## src/rtl/register_display_scanner_pkg.sv

```systemverilog
// rtl/register_display_scanner_pkg.sv - seven-segment encodings and shared types for the register scanner
package register_display_scanner_pkg;

    typedef enum logic [1:0] {
        STEP_NONE,
        STEP_INC,
        STEP_DEC
    } step_e;

    // Active-low segments, {g,f,e,d,c,b,a}
    localparam logic [6:0] SEG_0     = 7'h40;
    localparam logic [6:0] SEG_1     = 7'h79;
    localparam logic [6:0] SEG_2     = 7'h24;
    localparam logic [6:0] SEG_3     = 7'h30;
    localparam logic [6:0] SEG_4     = 7'h19;
    localparam logic [6:0] SEG_5     = 7'h12;
    localparam logic [6:0] SEG_6     = 7'h02;
    localparam logic [6:0] SEG_7     = 7'h78;
    localparam logic [6:0] SEG_8     = 7'h00;
    localparam logic [6:0] SEG_9     = 7'h10;
    localparam logic [6:0] SEG_A     = 7'h08;
    localparam logic [6:0] SEG_B     = 7'h03;
    localparam logic [6:0] SEG_C     = 7'h46;
    localparam logic [6:0] SEG_D     = 7'h21;
    localparam logic [6:0] SEG_E     = 7'h06;
    localparam logic [6:0] SEG_F     = 7'h0E;
    localparam logic [6:0] SEG_BLANK = 7'h7F;

    function automatic logic [6:0] hex_to_seg(input logic [3:0] nib);
        logic [6:0] seg;
        case (nib)
            4'h0:    seg = SEG_0;
            4'h1:    seg = SEG_1;
            4'h2:    seg = SEG_2;
            4'h3:    seg = SEG_3;
            4'h4:    seg = SEG_4;
            4'h5:    seg = SEG_5;
            4'h6:    seg = SEG_6;
            4'h7:    seg = SEG_7;
            4'h8:    seg = SEG_8;
            4'h9:    seg = SEG_9;
            4'hA:    seg = SEG_A;
            4'hB:    seg = SEG_B;
            4'hC:    seg = SEG_C;
            4'hD:    seg = SEG_D;
            4'hE:    seg = SEG_E;
            4'hF:    seg = SEG_F;
            default: seg = SEG_BLANK;
        endcase
        return seg;
    endfunction

endpackage

```

## src/rtl/register_display_scanner_if.sv

```systemverilog
// rtl/register_display_scanner_if.sv - register file display port (select out, data back)
interface register_display_scanner_if;
    logic [4:0]  displaySelect;
    logic [31:0] displayData;

    modport master (output displaySelect, input displayData);
    modport slave  (input displaySelect, output displayData);
endinterface

```

## src/rtl/register_display_scanner_button_debouncer.sv

```systemverilog
// rtl/register_display_scanner_button_debouncer.sv - 2-FF sync, stable-count debounce, rising-edge pulse
module register_display_scanner_button_debouncer #(
    parameter int unsigned DEBOUNCE_CYCLES = 1_000_000
) (
    input  logic clk,
    input  logic rst_n,
    input  logic btn_i,
    output logic pulse_o
);

    localparam int unsigned CNT_W = $clog2(DEBOUNCE_CYCLES + 1);

    logic             sync1_q, sync2_q;
    logic             level_q, level_d;
    logic             level_dly_q;
    logic [CNT_W-1:0] cnt_q, cnt_d;

    // Counter only advances on consecutive mismatching cycles; a matching cycle restarts it.
    always_comb begin
        cnt_d   = '0;
        level_d = level_q;
        if (sync2_q != level_q) begin
            if (cnt_q == CNT_W'(DEBOUNCE_CYCLES - 1)) begin
                level_d = sync2_q;
            end else begin
                cnt_d = cnt_q + CNT_W'(1);
            end
        end
    end

    always_ff @(posedge clk or negedge rst_n) begin
        if (!rst_n) begin
            sync1_q     <= 1'b0;
            sync2_q     <= 1'b0;
            cnt_q       <= '0;
            level_q     <= 1'b0;
            level_dly_q <= 1'b0;
        end else begin
            sync1_q     <= btn_i;
            sync2_q     <= sync1_q;
            cnt_q       <= cnt_d;
            level_q     <= level_d;
            level_dly_q <= level_q;
        end
    end

    assign pulse_o = level_q & ~level_dly_q;

endmodule

```

## src/rtl/register_display_scanner.sv

```systemverilog
// rtl/register_display_scanner.sv - button/auto stepping of the register index with hex display of its value
module register_display_scanner
    import register_display_scanner_pkg::*;
#(
    parameter int unsigned DEBOUNCE_CYCLES = 1_000_000,
    parameter int unsigned AUTO_CYCLES     = 50_000_000
) (
    input  logic                              clk,
    input  logic                              rst_n,
    input  logic                              btn_next,
    input  logic                              btn_prev,
    input  logic                              sw_auto,
    register_display_scanner_if.master        rf,
    output logic [6:0]                        hex0,
    output logic [6:0]                        hex1,
    output logic [6:0]                        hex2,
    output logic [6:0]                        hex3,
    output logic [6:0]                        hex4,
    output logic [6:0]                        hex5,
    output logic [6:0]                        hex6,
    output logic [6:0]                        hex7
);

    localparam int unsigned TMR_W = $clog2(AUTO_CYCLES + 1);

    logic             next_p, prev_p;
    logic             sw_s1_q, sw_s2_q;
    logic [TMR_W-1:0] tmr_q, tmr_d;
    logic [4:0]       idx_q, idx_d;
    logic [31:0]      data_q;
    step_e            step;

    register_display_scanner_button_debouncer #(.DEBOUNCE_CYCLES(DEBOUNCE_CYCLES)) u_db_next (
        .clk     (clk),
        .rst_n   (rst_n),
        .btn_i   (btn_next),
        .pulse_o (next_p)
    );

    register_display_scanner_button_debouncer #(.DEBOUNCE_CYCLES(DEBOUNCE_CYCLES)) u_db_prev (
        .clk     (clk),
        .rst_n   (rst_n),
        .btn_i   (btn_prev),
        .pulse_o (prev_p)
    );

    // Any button pulse wins over the auto tick and restarts the auto interval.
    always_comb begin
        tmr_d = '0;
        step  = STEP_NONE;
        if (next_p && !prev_p) begin
            step = STEP_INC;
        end else if (prev_p && !next_p) begin
            step = STEP_DEC;
        end
        if (!(next_p || prev_p) && sw_s2_q) begin
            if (tmr_q == TMR_W'(AUTO_CYCLES - 1)) begin
                step = STEP_INC;
            end else begin
                tmr_d = tmr_q + TMR_W'(1);
            end
        end
        case (step)
            STEP_INC: idx_d = idx_q + 5'd1;
            STEP_DEC: idx_d = idx_q - 5'd1;
            default:  idx_d = idx_q;
        endcase
    end

    always_ff @(posedge clk or negedge rst_n) begin
        if (!rst_n) begin
            sw_s1_q <= 1'b0;
            sw_s2_q <= 1'b0;
            tmr_q   <= '0;
            idx_q   <= '0;
            data_q  <= '0;
        end else begin
            sw_s1_q <= sw_auto;
            sw_s2_q <= sw_s1_q;
            tmr_q   <= tmr_d;
            idx_q   <= idx_d;
            data_q  <= rf.displayData;
        end
    end

    assign rf.displaySelect = idx_q;

    assign hex0 = hex_to_seg(data_q[3:0]);
    assign hex1 = hex_to_seg(data_q[7:4]);
    assign hex2 = hex_to_seg(data_q[11:8]);
    assign hex3 = hex_to_seg(data_q[15:12]);
    assign hex4 = hex_to_seg(data_q[19:16]);
    assign hex5 = hex_to_seg(data_q[23:20]);
    assign hex6 = hex_to_seg(data_q[27:24]);
    assign hex7 = hex_to_seg(data_q[31:28]);

endmodule

```

## src/flat_wrapper.sv

```systemverilog
// flat-port wrapper written by rule: the top's interface ports become plain ports
module register_display_scanner_flat import register_display_scanner_pkg::*;
#(
    parameter int unsigned DEBOUNCE_CYCLES = 1_000_000,
    parameter int unsigned AUTO_CYCLES     = 50_000_000
)
  (clk, rst_n, btn_next, btn_prev, sw_auto, hex0, hex1, hex2, hex3, hex4, hex5, hex6, hex7, rf_displaySelect, rf_displayData);
  register_display_scanner_if rf_i ();
  input  logic clk;
  input  logic rst_n;
  input  logic btn_next;
  input  logic btn_prev;
  input  logic sw_auto;
  output logic [6:0] hex0;
  output logic [6:0] hex1;
  output logic [6:0] hex2;
  output logic [6:0] hex3;
  output logic [6:0] hex4;
  output logic [6:0] hex5;
  output logic [6:0] hex6;
  output logic [6:0] hex7;
  output wire logic [$bits(rf_i.displaySelect)-1:0] rf_displaySelect;
  input wire logic [$bits(rf_i.displayData)-1:0] rf_displayData;
  assign rf_displaySelect = rf_i.displaySelect;
  assign rf_i.displayData = rf_displayData;
  register_display_scanner #(.DEBOUNCE_CYCLES(DEBOUNCE_CYCLES), .AUTO_CYCLES(AUTO_CYCLES)) u_core (.clk(clk), .rst_n(rst_n), .btn_next(btn_next), .btn_prev(btn_prev), .sw_auto(sw_auto), .rf(rf_i), .hex0(hex0), .hex1(hex1), .hex2(hex2), .hex3(hex3), .hex4(hex4), .hex5(hex5), .hex6(hex6), .hex7(hex7));
endmodule
```

## config.mk

```make
export PLATFORM = sky130hd
export DESIGN_NAME = register_display_scanner_flat
export DESIGN_NICKNAME = d
export VERILOG_FILES = /design/src/rtl/register_display_scanner_pkg.sv /design/src/rtl/register_display_scanner_if.sv /design/src/rtl/register_display_scanner_button_debouncer.sv /design/src/rtl/register_display_scanner.sv /design/src/flat_wrapper.sv
export SDC_FILE = /design/constraint.sdc
export NUM_CORES = 1
export LEC_CHECK = 0
export CORE_UTILIZATION = 40
export DETAILED_ROUTE_END_ITERATION = 10
export GPL_TIMING_DRIVEN = 1
export PLACE_DENSITY_LB_ADDON = 0.08
export SLEW_MARGIN = 0
export SYNTH_ARGS = -nofsm -noshare
export SYNTH_HDL_FRONTEND = slang
export SYNTH_SLANG_ARGS = --single-unit
```

## constraint.sdc

```tcl
create_clock -name clk -period 3.65 [get_ports clk]
set_clock_uncertainty 0.05 [all_clocks]
set_input_delay 0.365 -clock clk [delete_from_list [all_inputs] [get_ports clk]]
set_output_delay 0.365 -clock clk [all_outputs]
set_load 0.01 [all_outputs]
```

==> results_tabular.tex <==
\begin{tabular}{lr}
\hline
Metric & Value \\
\hline
\multicolumn{2}{l}{\textbf{Cells and area}} \\
\quad Storage element area & 2830 sq um \\
\quad Layout cell share with drive strength beyond 1 & 0.0889 \\
\quad Antenna cells & 0 \\
\quad Final-layout fill cell count & 1455 \\
\quad Final Net Count & 868 \\
\quad Number of cells in the finished layout apart from fillers & 1007 \\
\quad Relative area change from synthesis to final layout & 27.1\% \\
\quad End-of-flow core utilization & 0.519 \\
\quad Multi-input gate area & 3680 sq um \\
\multicolumn{2}{l}{\textbf{STA}} \\
\quad Slew HR & 0.518 \\
\quad Number of max-slew violations in the final report & 0 \\
\quad WHS & 0.295 ns \\
\quad Setup violation total in the final timing report & 0 \\
\quad Final worst-path cycle share & 0.790 \\
\quad Final Hold Fails & 0 \\
\quad Timing-limited maximum frequency & 347 MHz \\
\quad Slew at the pin with the worst max-slew slack & 0.719 ns \\
\quad Sum of negative setup slack & 0 ns \\
\quad Slack of the critical path & 0.766 ns \\
\quad Final Critical Period & 2.88 ns \\
\quad Unrepaired setup endpoints after global routing & no \\
\multicolumn{2}{l}{\textbf{Route}} \\
\quad First-pass iteration count of the detailed router & 7 \\
\quad Drt drc & 2 \\
\quad Initial DRC count & 210 \\
\quad Total number of vias & 5353 \\
\quad Residual antenna-violating net count after detailed routing & 0 \\
\quad Routed WL per cell & 14.1 microns \\
\quad Average vias per placed instance & 5.32 \\
\quad Routed wire length & 14.2 mm \\
\multicolumn{2}{l}{\textbf{Run}} \\
\quad Reported max-cap violation count & 0 \\
\multicolumn{2}{l}{\textbf{Global route}} \\
\quad Vias in the first global route & 5352 \\
\quad Global-route usage over all layers & 0.172 \\
\quad Overflow left after global routing & 0 \\
\quad Pin count of the biggest net entering global routing & 67 \\
\quad Number of antenna violations at the first check in global routing & 0 \\
\quad Wire length of the first global-routing pass & 24.5 mm \\
\multicolumn{2}{l}{\textbf{Logic synthesis}} \\
\quad Simple logic cell fraction of the synthesized area & 0.194 \\
\quad Distinct cell type count after synthesis & 46 \\
\quad Mapped Avg Cell Area & 9.89 sq um \\
\quad Fraction of registers with async set or reset after synthesis & 1.00 \\
\quad Sequential fraction of the synthesis area & 0.419 \\
\quad Share of the synthesized area in compound gates (AO/OA/AOI/OAI) & 0.115 \\
\quad Post-synth EDFFs & 0 \\
\quad Top-count cell post-synth & dfrtp\_1 \\
\quad Mapped Nets & 774 \\
\quad Proportion of synthesized area in mux cells & 0.0792 \\
\quad Largest family of logic cells by synthesized area & simple AND/OR/NAND/NOR gates \\
\quad Count of mapped cells out of synthesis & 682 \\
\quad Area share of the leading cell type in the synthesized netlist & 0.419 \\
\quad Prevailing post-synth register cell & dfrtp\_1 \\
\quad Dominant cell type by area after synthesis & dfrtp\_1 \\
\quad Adder-cell share of the synthesized area & 0.102 \\
\quad Xor and xnor fraction of the mapped netlist area & 0.0545 \\
\quad Number of synthesized register bits & 113 \\
\quad List of most frequent post-synthesis cells & 113 x dfrtp\_1, 73 x nor2\_1, 55 x ha\_1 \\
\quad Largest cells by area after synthesis & dfrtp\_1 42\%, ha\_1 10\%, nor2\_1 4.1\% \\
\quad Number of warning messages in the yosys log & 0 \\
\quad Area of the mapped netlist & 6740 sq um \\
\multicolumn{2}{l}{\textbf{Die}} \\
\quad Floorplan core area & 16500 sq um \\
\quad Top Ports & 98 \\
\quad Die Y & 132 microns \\
\quad Count of standard-cell rows & 47 \\
\quad Die Span X & 132 microns \\
\quad Initial core utilization & 0.408 \\
\quad Area enclosed by the die boundary & 17400 sq um \\
\multicolumn{2}{l}{\textbf{Outcome}} \\
\quad Violations in the final reports & DRC \\
\quad Run status & finished with violations \\
\multicolumn{2}{l}{\textbf{CTS}} \\
\quad Number of buffers added for setup after CTS & 0 \\
\quad Sink count of the clock tree & 113 \\
\quad CTS tree & yes \\
\quad Cts bufs inserted & 17 \\
\quad Count of H-tree levels built during CTS & 4 \\
\quad Cell chosen for the clock root & clkbuf\_16 \\
\quad Cts repair resizes & 0 \\
\quad Latest clock arrival within the worst-skew pair & 0.41 ns \\
\quad Maximum root-to-sink buffer count & 2 \\
\quad Number of hold buffers added after CTS & 1 \\
\quad Post-CTS clock slew at the launch and capture registers of the worst setup and hold paths & 0.05 ns \\
\multicolumn{2}{l}{\textbf{Hold path}} \\
\quad Type of the tightest min-delay check & reg2reg \\
\multicolumn{2}{l}{\textbf{Pwr}} \\
\quad Switching Power & 794 uW \\
\quad Internal Power & 2.71 mW \\
\quad Sequential cell fraction of total power & 0.382 \\
\quad Reported leakage power & 3.72 nW \\
\quad Peak supply drop & 333 uV \\
\quad Power density over the cells & 408 nW/um\^{}2 \\
\quad Clock network fraction of design power & 0.505 \\
\quad Switching share of total power & 0.227 \\
\quad Logic gate share of total power & 0.114 \\
\multicolumn{2}{l}{\textbf{Setup path}} \\
\quad Kind of end point of the critical path & flop \\
\quad Data required, critical path & 3.89 ns \\
\quad Endpoint arrival time on the critical path & 3.13 ns \\
\quad Largest driver fanout on the critical path & 9 \\
\quad Startpoint kind of the worst setup timing path & flop \\
\quad Critical Setup Path Class & reg2reg \\
\multicolumn{2}{l}{\textbf{Place}} \\
\quad Buffers on Ports & 97 \\
\quad Global placer's final weighted congestion & 0.807 \\
\quad Worst setup slack after placement & 0.792 ns \\
\quad Placed wire-length estimate & 10.2 mm \\
\quad Dpl cells & 976 \\
\hline
\end{tabular}
logic make-up (layout without fill, tap and decap cells):
| family | Yosys count | after routing |
|---|---|---|
| compound gates | 122 | 122 |
| xor+xnor | 42 | 42 |
| fa+ha+maj | 55 | 55 |
| buf+inv | 65 | 170 |
| flops | 113 | 113 |
| mux | 42 | 42 |
| simple gates | 243 | 243 |
routing by layer:
metal	part of all wire	wire length, microns	global-route usage	vias up
li1	-	-	-	2623
met1	0.45	6430	0.210	2626
met2	0.51	7200	0.297	92
met3	0.034	485	0.0458	12
met4	0.0093	133	0.0472	0
met5	0	0	0	-
path summary, 6_finish.rpt:
kind | cells past startpoint | end | start | slack, ns
max in group asynchronous | 3 | u_core.tmr_q[8] | rst_n | 2.28
max reg2reg | 12 | u_core.rf.displaySelect[4] | u_core.tmr_q[0] | 0.77
max | 12 | u_core.rf.displaySelect[4] | u_core.tmr_q[0] | 0.77
min | 0 | u_core.sw_s2_q | u_core.sw_s1_q | 0.29
min reg2reg | 0 | u_core.sw_s2_q | u_core.sw_s1_q | 0.29
min in group asynchronous | 2 | u_core.data_q[14] | rst_n | 0.49
layout by cell type, fill, tap and decap left out, types with 4 or more instances in the layout:
cell             netlist  routed
o22ai_1                8       8
nand3_1               27      27
or3b_2                 5       5
a22o_1                13      13
nand2b_1               7       7
clkdlybuf4s50_1        0      96
and3_1                 8       8
mux2i_1               23      23
o21ai_0               28      28
nand2_1               30      30
clkbuf_16              0      17
nand4_1               18      18
bufinv_16              0       5
nor4_1                 4       4
mux2_2                11      11
dfrtp_1              113     113
and2_1                 4       4
or4_1                 15      15
buf_4                  0       5
o31ai_1               22      20
ha_1                  55      55
nor3_1                 6       6
xnor2_1               15      15
mux4_2                 8       8
and4_1                 6       6
a21oi_1               37      37
nor2b_1               13      13
a32o_1                 5       5
inv_1                 37      37
or2_2                  4       4
xor2_1                27      27
or3_1                 13      13
nor2_1                73      73
flip-flops by register name (all words and copies together) (netlist names):
name	flops
u_core.rf.displaySelect	5
u_core.u_db_prev.sync1_q	1
u_core.u_db_prev.level_dly_q	1
u_core.sw_s2_q	1
u_core.u_db_next.level_q	1
u_core.sw_s1_q	1
u_core.u_db_next.level_dly_q	1
u_core.u_db_prev.cnt_q	20
u_core.u_db_next.sync2_q	1
u_core.u_db_next.sync1_q	1
u_core.u_db_next.cnt_q	20
u_core.tmr_q	26
u_core.u_db_prev.level_q	1
u_core.u_db_prev.sync2_q	1
u_core.data_q	32
power by group through the flow:
stage               sequential (mW)  combinational [mW]  clock, mW
floorplan                      1.33               0.213          0
global placement               1.35               0.395          0
detailed placement             1.36               0.403          0
CTS                            1.34               0.406       1.81
global route                   1.34               0.439       1.87
finish                         1.34               0.398       1.77
metrics by stage:
step / total power [mW] / area [sq um]
6_report: 3.50 / 8570
5_1_grt: 3.65 / 8570
4_1_cts: 3.56 / 8570
3_5_place_dp: 1.76 / 7940
3_3_place_gp: 1.75 / 7940
2_1_floorplan: 1.54 / 6740
critical path, cell delays in order, from the launching register on:
cell	delay (ns)
dfrtp_1	0.38
ha_1	0.19
and3_1	0.38
nand2_1	0.09
nor3_1	0.18
o21ai_0	0.15
ha_1	0.34
xor2_1	0.20
ha_1	0.22
o21a_1	0.17
o21ai_0	0.15
a22oi_1	0.12
xnor2_1	0.14
layout make-up:
class | instances | area share
Clock inverter | 11 | 0.0220
Timing Repair Buffer | 103 | 0.120
Multi-Input combinational cell | 504 | 0.429
Sequential cell | 113 | 0.330
Tap cell | 220 | 0.0321
Inverter | 37 | 0.0162
Clock buffer | 19 | 0.0505
Power figures use the tool's default switching activity.
==> RTL change, RTL diff (config.mk and constraints unchanged) <==
Register the outputs `hex0`, `hex1`, `hex2`, `hex3`, `hex4`, `hex5`, `hex6` and `hex7`, cleared by the reset; this adds one clock of latency there. The other outputs are not delayed to match.
--- a/src/rtl/register_display_scanner.sv
+++ b/src/rtl/register_display_scanner.sv
@@ -85,14 +85,27 @@
 
     assign rf.displaySelect = idx_q;
 
-    assign hex0 = hex_to_seg(data_q[3:0]);
-    assign hex1 = hex_to_seg(data_q[7:4]);
-    assign hex2 = hex_to_seg(data_q[11:8]);
-    assign hex3 = hex_to_seg(data_q[15:12]);
-    assign hex4 = hex_to_seg(data_q[19:16]);
-    assign hex5 = hex_to_seg(data_q[23:20]);
-    assign hex6 = hex_to_seg(data_q[27:24]);
-    assign hex7 = hex_to_seg(data_q[31:28]);
+    always_ff @(posedge clk or negedge rst_n) begin
+        if (!rst_n) begin
+            hex0 <= '0;
+            hex1 <= '0;
+            hex2 <= '0;
+            hex3 <= '0;
+            hex4 <= '0;
+            hex5 <= '0;
+            hex6 <= '0;
+            hex7 <= '0;
+        end else begin
+            hex0 <= hex_to_seg(data_q[3:0]);
+            hex1 <= hex_to_seg(data_q[7:4]);
+            hex2 <= hex_to_seg(data_q[11:8]);
+            hex3 <= hex_to_seg(data_q[15:12]);
+            hex4 <= hex_to_seg(data_q[19:16]);
+            hex5 <= hex_to_seg(data_q[23:20]);
+            hex6 <= hex_to_seg(data_q[27:24]);
+            hex7 <= hex_to_seg(data_q[31:28]);
+        end
+    end
 
 endmodule
 
Check against the original RTL: not equivalent (a bounded check fails within 4 cycles, from zero or initial values and one cycle with rst_n low).
==> RTL change against the unedited design <==
The run ends with negative hold slack left. Synthesized cell count increased by 9.2%. Largest power group is now registers. Wire length increased by 12%. Worst setup slack got worse by 420 ps. Final cell count increased by 11%. Sequential cell count increased by 56. Total power increased by 20%. Final area increased by 17%. Via count increased by 6.0%. Area after synthesis increased by 21%. Critical endpoint unchanged.
==> RTL change: results (changes against the unedited design) <==
- The flow ran to the end, but the final reports show violations.
* Failing checks: negative hold slack
- Global routing usage summed across all routing layers: 0.160 (-0.0114)
* Switching power: 1.05 mW (+32%)
- Post-synthesis sequential area ratio: 0.517 (+0.0977)
- Maximum ir drop on the vdd rail: 0.276 mV (-17%)
* Longest individual stage delay on the worst path: 520 ps (+140 ps)
- The number of buffers created by CTS came to 17 (unchanged).
- Broken down by cell family, the worst path's largest delay share belongs to simple AND/OR/NAND/NOR gates.
- The largest net degree at the start of global routing is 105 (+57%).
* Cell types occupying the most area after synthesis: sky130_fd_sc_hd__dfrtp_1 52%, sky130_fd_sc_hd__ha_1 8.4%, sky130_fd_sc_hd__nor2_1 3.2%, sky130_fd_sc_hd__mux2i_1 2.8%, sky130_fd_sc_hd__a21oi_1 2.4%
- The worst setup slack after placement came to 328 ps (-463 ps).
- The first-pass detailed-route iteration total is 4 (-3).
- The count of input and output buffers was 97 (unchanged).
- Clock slew at the register clock pins of the worst setup and hold paths: 70 ps (+20 ps)
- Post-detailed-route via-to-cell ratio: 5.08 (-4.4%)
- Post-synth net total: 837 (+8.1%)
* Via count of the first global-routing pass: 5,669 (+5.9%)
* Maximum fanout along the worst path: 7 (-2)
- Cell leakage power: 4.37 nW (+18%)
* Average detailed-routed wire length per instance: 14.3 um (+0.92%)
- Share of cells above drive strength 1: 0.0822 (-0.00679)
- Final HPWL DP: 11,100 um (+8.5%)
* Slew at the pin closest to its max-slew limit: 964 ps (+245 ps)
- Among all stages on the critical path, the largest delay is contributed by sky130_fd_sc_hd__or4_1.
* Post-cts sizing count: 0 (unchanged)
- The final count of hold timing violations was 18 (+18).
- The distinct cell type count of the synthesized netlist came to 50 (+8.7%).
- Source-to-sink clock delay at the later pin of the worst-skew pair: 430 ps (+20 ps)
- Root cell of the clock tree: sky130_fd_sc_hd__clkbuf_16
- The count of synthesis-stage warnings from yosys came to 0 (unchanged).
- Post-route worst hold slack: -36.0 ps (-331 ps)
* Top cell types by occurrence after synthesis: 169 x sky130_fd_sc_hd__dfrtp_1, 70 x sky130_fd_sc_hd__nor2_1, 55 x sky130_fd_sc_hd__ha_1
- The worst hold path belongs to the class in2async.
- The number of DRC markers in iteration 0 was 231 (+10%).
* Wire length of the first global-routing pass: 27,300 um (+12%)
* Number of buffers added to fix hold violations after cts: 0 (-1)
- Routability-driven placement congestion ratio: 0.791 (-2.0%)
- The number of nets in the final layout was 931 (+7.3%).
[RTL change: power groups by stage]
stage               sequential [mW]  combinational, mW  clock [mW]
floorplan                      2.06              0.179           0
global placement               2.06              0.411           0
detailed placement             2.06              0.416           0
CTS                            2.03              0.419        1.81
global route                   2.04              0.455        1.89
finish                         2.03              0.410        1.76
[RTL change: worst register-to-register path, stage by stage, from the launching register on]
cell,delay [ps]
sky130_fd_sc_hd__dfrtp_1,410
sky130_fd_sc_hd__or4_1,520
sky130_fd_sc_hd__nor4_1,410
sky130_fd_sc_hd__a41o_1,240
sky130_fd_sc_hd__nand2_1,70
sky130_fd_sc_hd__ha_1,310
sky130_fd_sc_hd__xor2_1,200
sky130_fd_sc_hd__ha_1,230
sky130_fd_sc_hd__o21a_1,180
sky130_fd_sc_hd__o21a_1,160
sky130_fd_sc_hd__o32ai_1,260
sky130_fd_sc_hd__xor2_1,170
[RTL change: cells by family after synthesis]
kind of cell,after synthesis,synth area share
XOR/XNOR,41,0.0439
AO/OA/AOI/OAI,123,0.0948
multiplexers,42,0.0653
buffers and inverters,65,0.0304
adder cells (fa/ha/maj),55,0.0841
AND/OR/NAND/NOR,250,0.164
flip-flops,169,0.517
[RTL change: metal layers]
layer / vias to the layer above / track usage / routed length (um) / share of wire
met5: - / 0 / 0 / 0
met4: 0 / 0.0622 / 199 / 0.012
met3: 16 / 0.0456 / 858 / 0.054
met2: 102 / 0.256 / 7530 / 0.47
met1: 2748 / 0.205 / 7360 / 0.46
li1: 2810 / - / - / -
[RTL change: path summary, 6_finish.rpt]
| path | startpoint | slack (ps) | end | depth (start not counted) |
|---|---|---|---|---|
| max reg2reg | u_core.tmr_q[18] | 350 | u_core.rf.displaySelect[4] | 11 |
| min in group clk | rf_displayData[19] | 310 | u_core.data_q[19] | 1 |
| max in group asynchronous | rst_n | 2640 | u_core.u_db_next.level_q | 2 |
| min | rst_n | -40 | u_core.hex2[3] | 1 |
| min reg2reg | u_core.u_db_prev.sync1_q | 320 | u_core.u_db_prev.sync2_q | 0 |
| max | u_core.tmr_q[18] | 350 | u_core.rf.displaySelect[4] | 11 |
[RTL change: layout make-up]
type | instances | area, um^2
timing repair buffer | 102 | 1010
fill | 1778 | 9790
clock buffer | 18 | 439
clock inverter | 14 | 138
tap | 265 | 332
multi-input combinational | 511 | 3700
inverter | 38 | 143
sequential | 169 | 4230
[RTL change: metrics by stage]
stage	utilization	instance area (um^2)	std cells	hold slack, ps	total power [mW]
2_1_floorplan	-	8180	745	19.4	2.24
3_3_place_gp	0.476	9420	1085	306	2.47
3_5_place_dp	0.476	9420	1085	305	2.48
4_1_cts	0.505	9990	1117	42.3	4.26
5_1_grt	0.505	9990	1117	62.5	4.38
6_report	0.505	9990	1117	-36.0	4.20
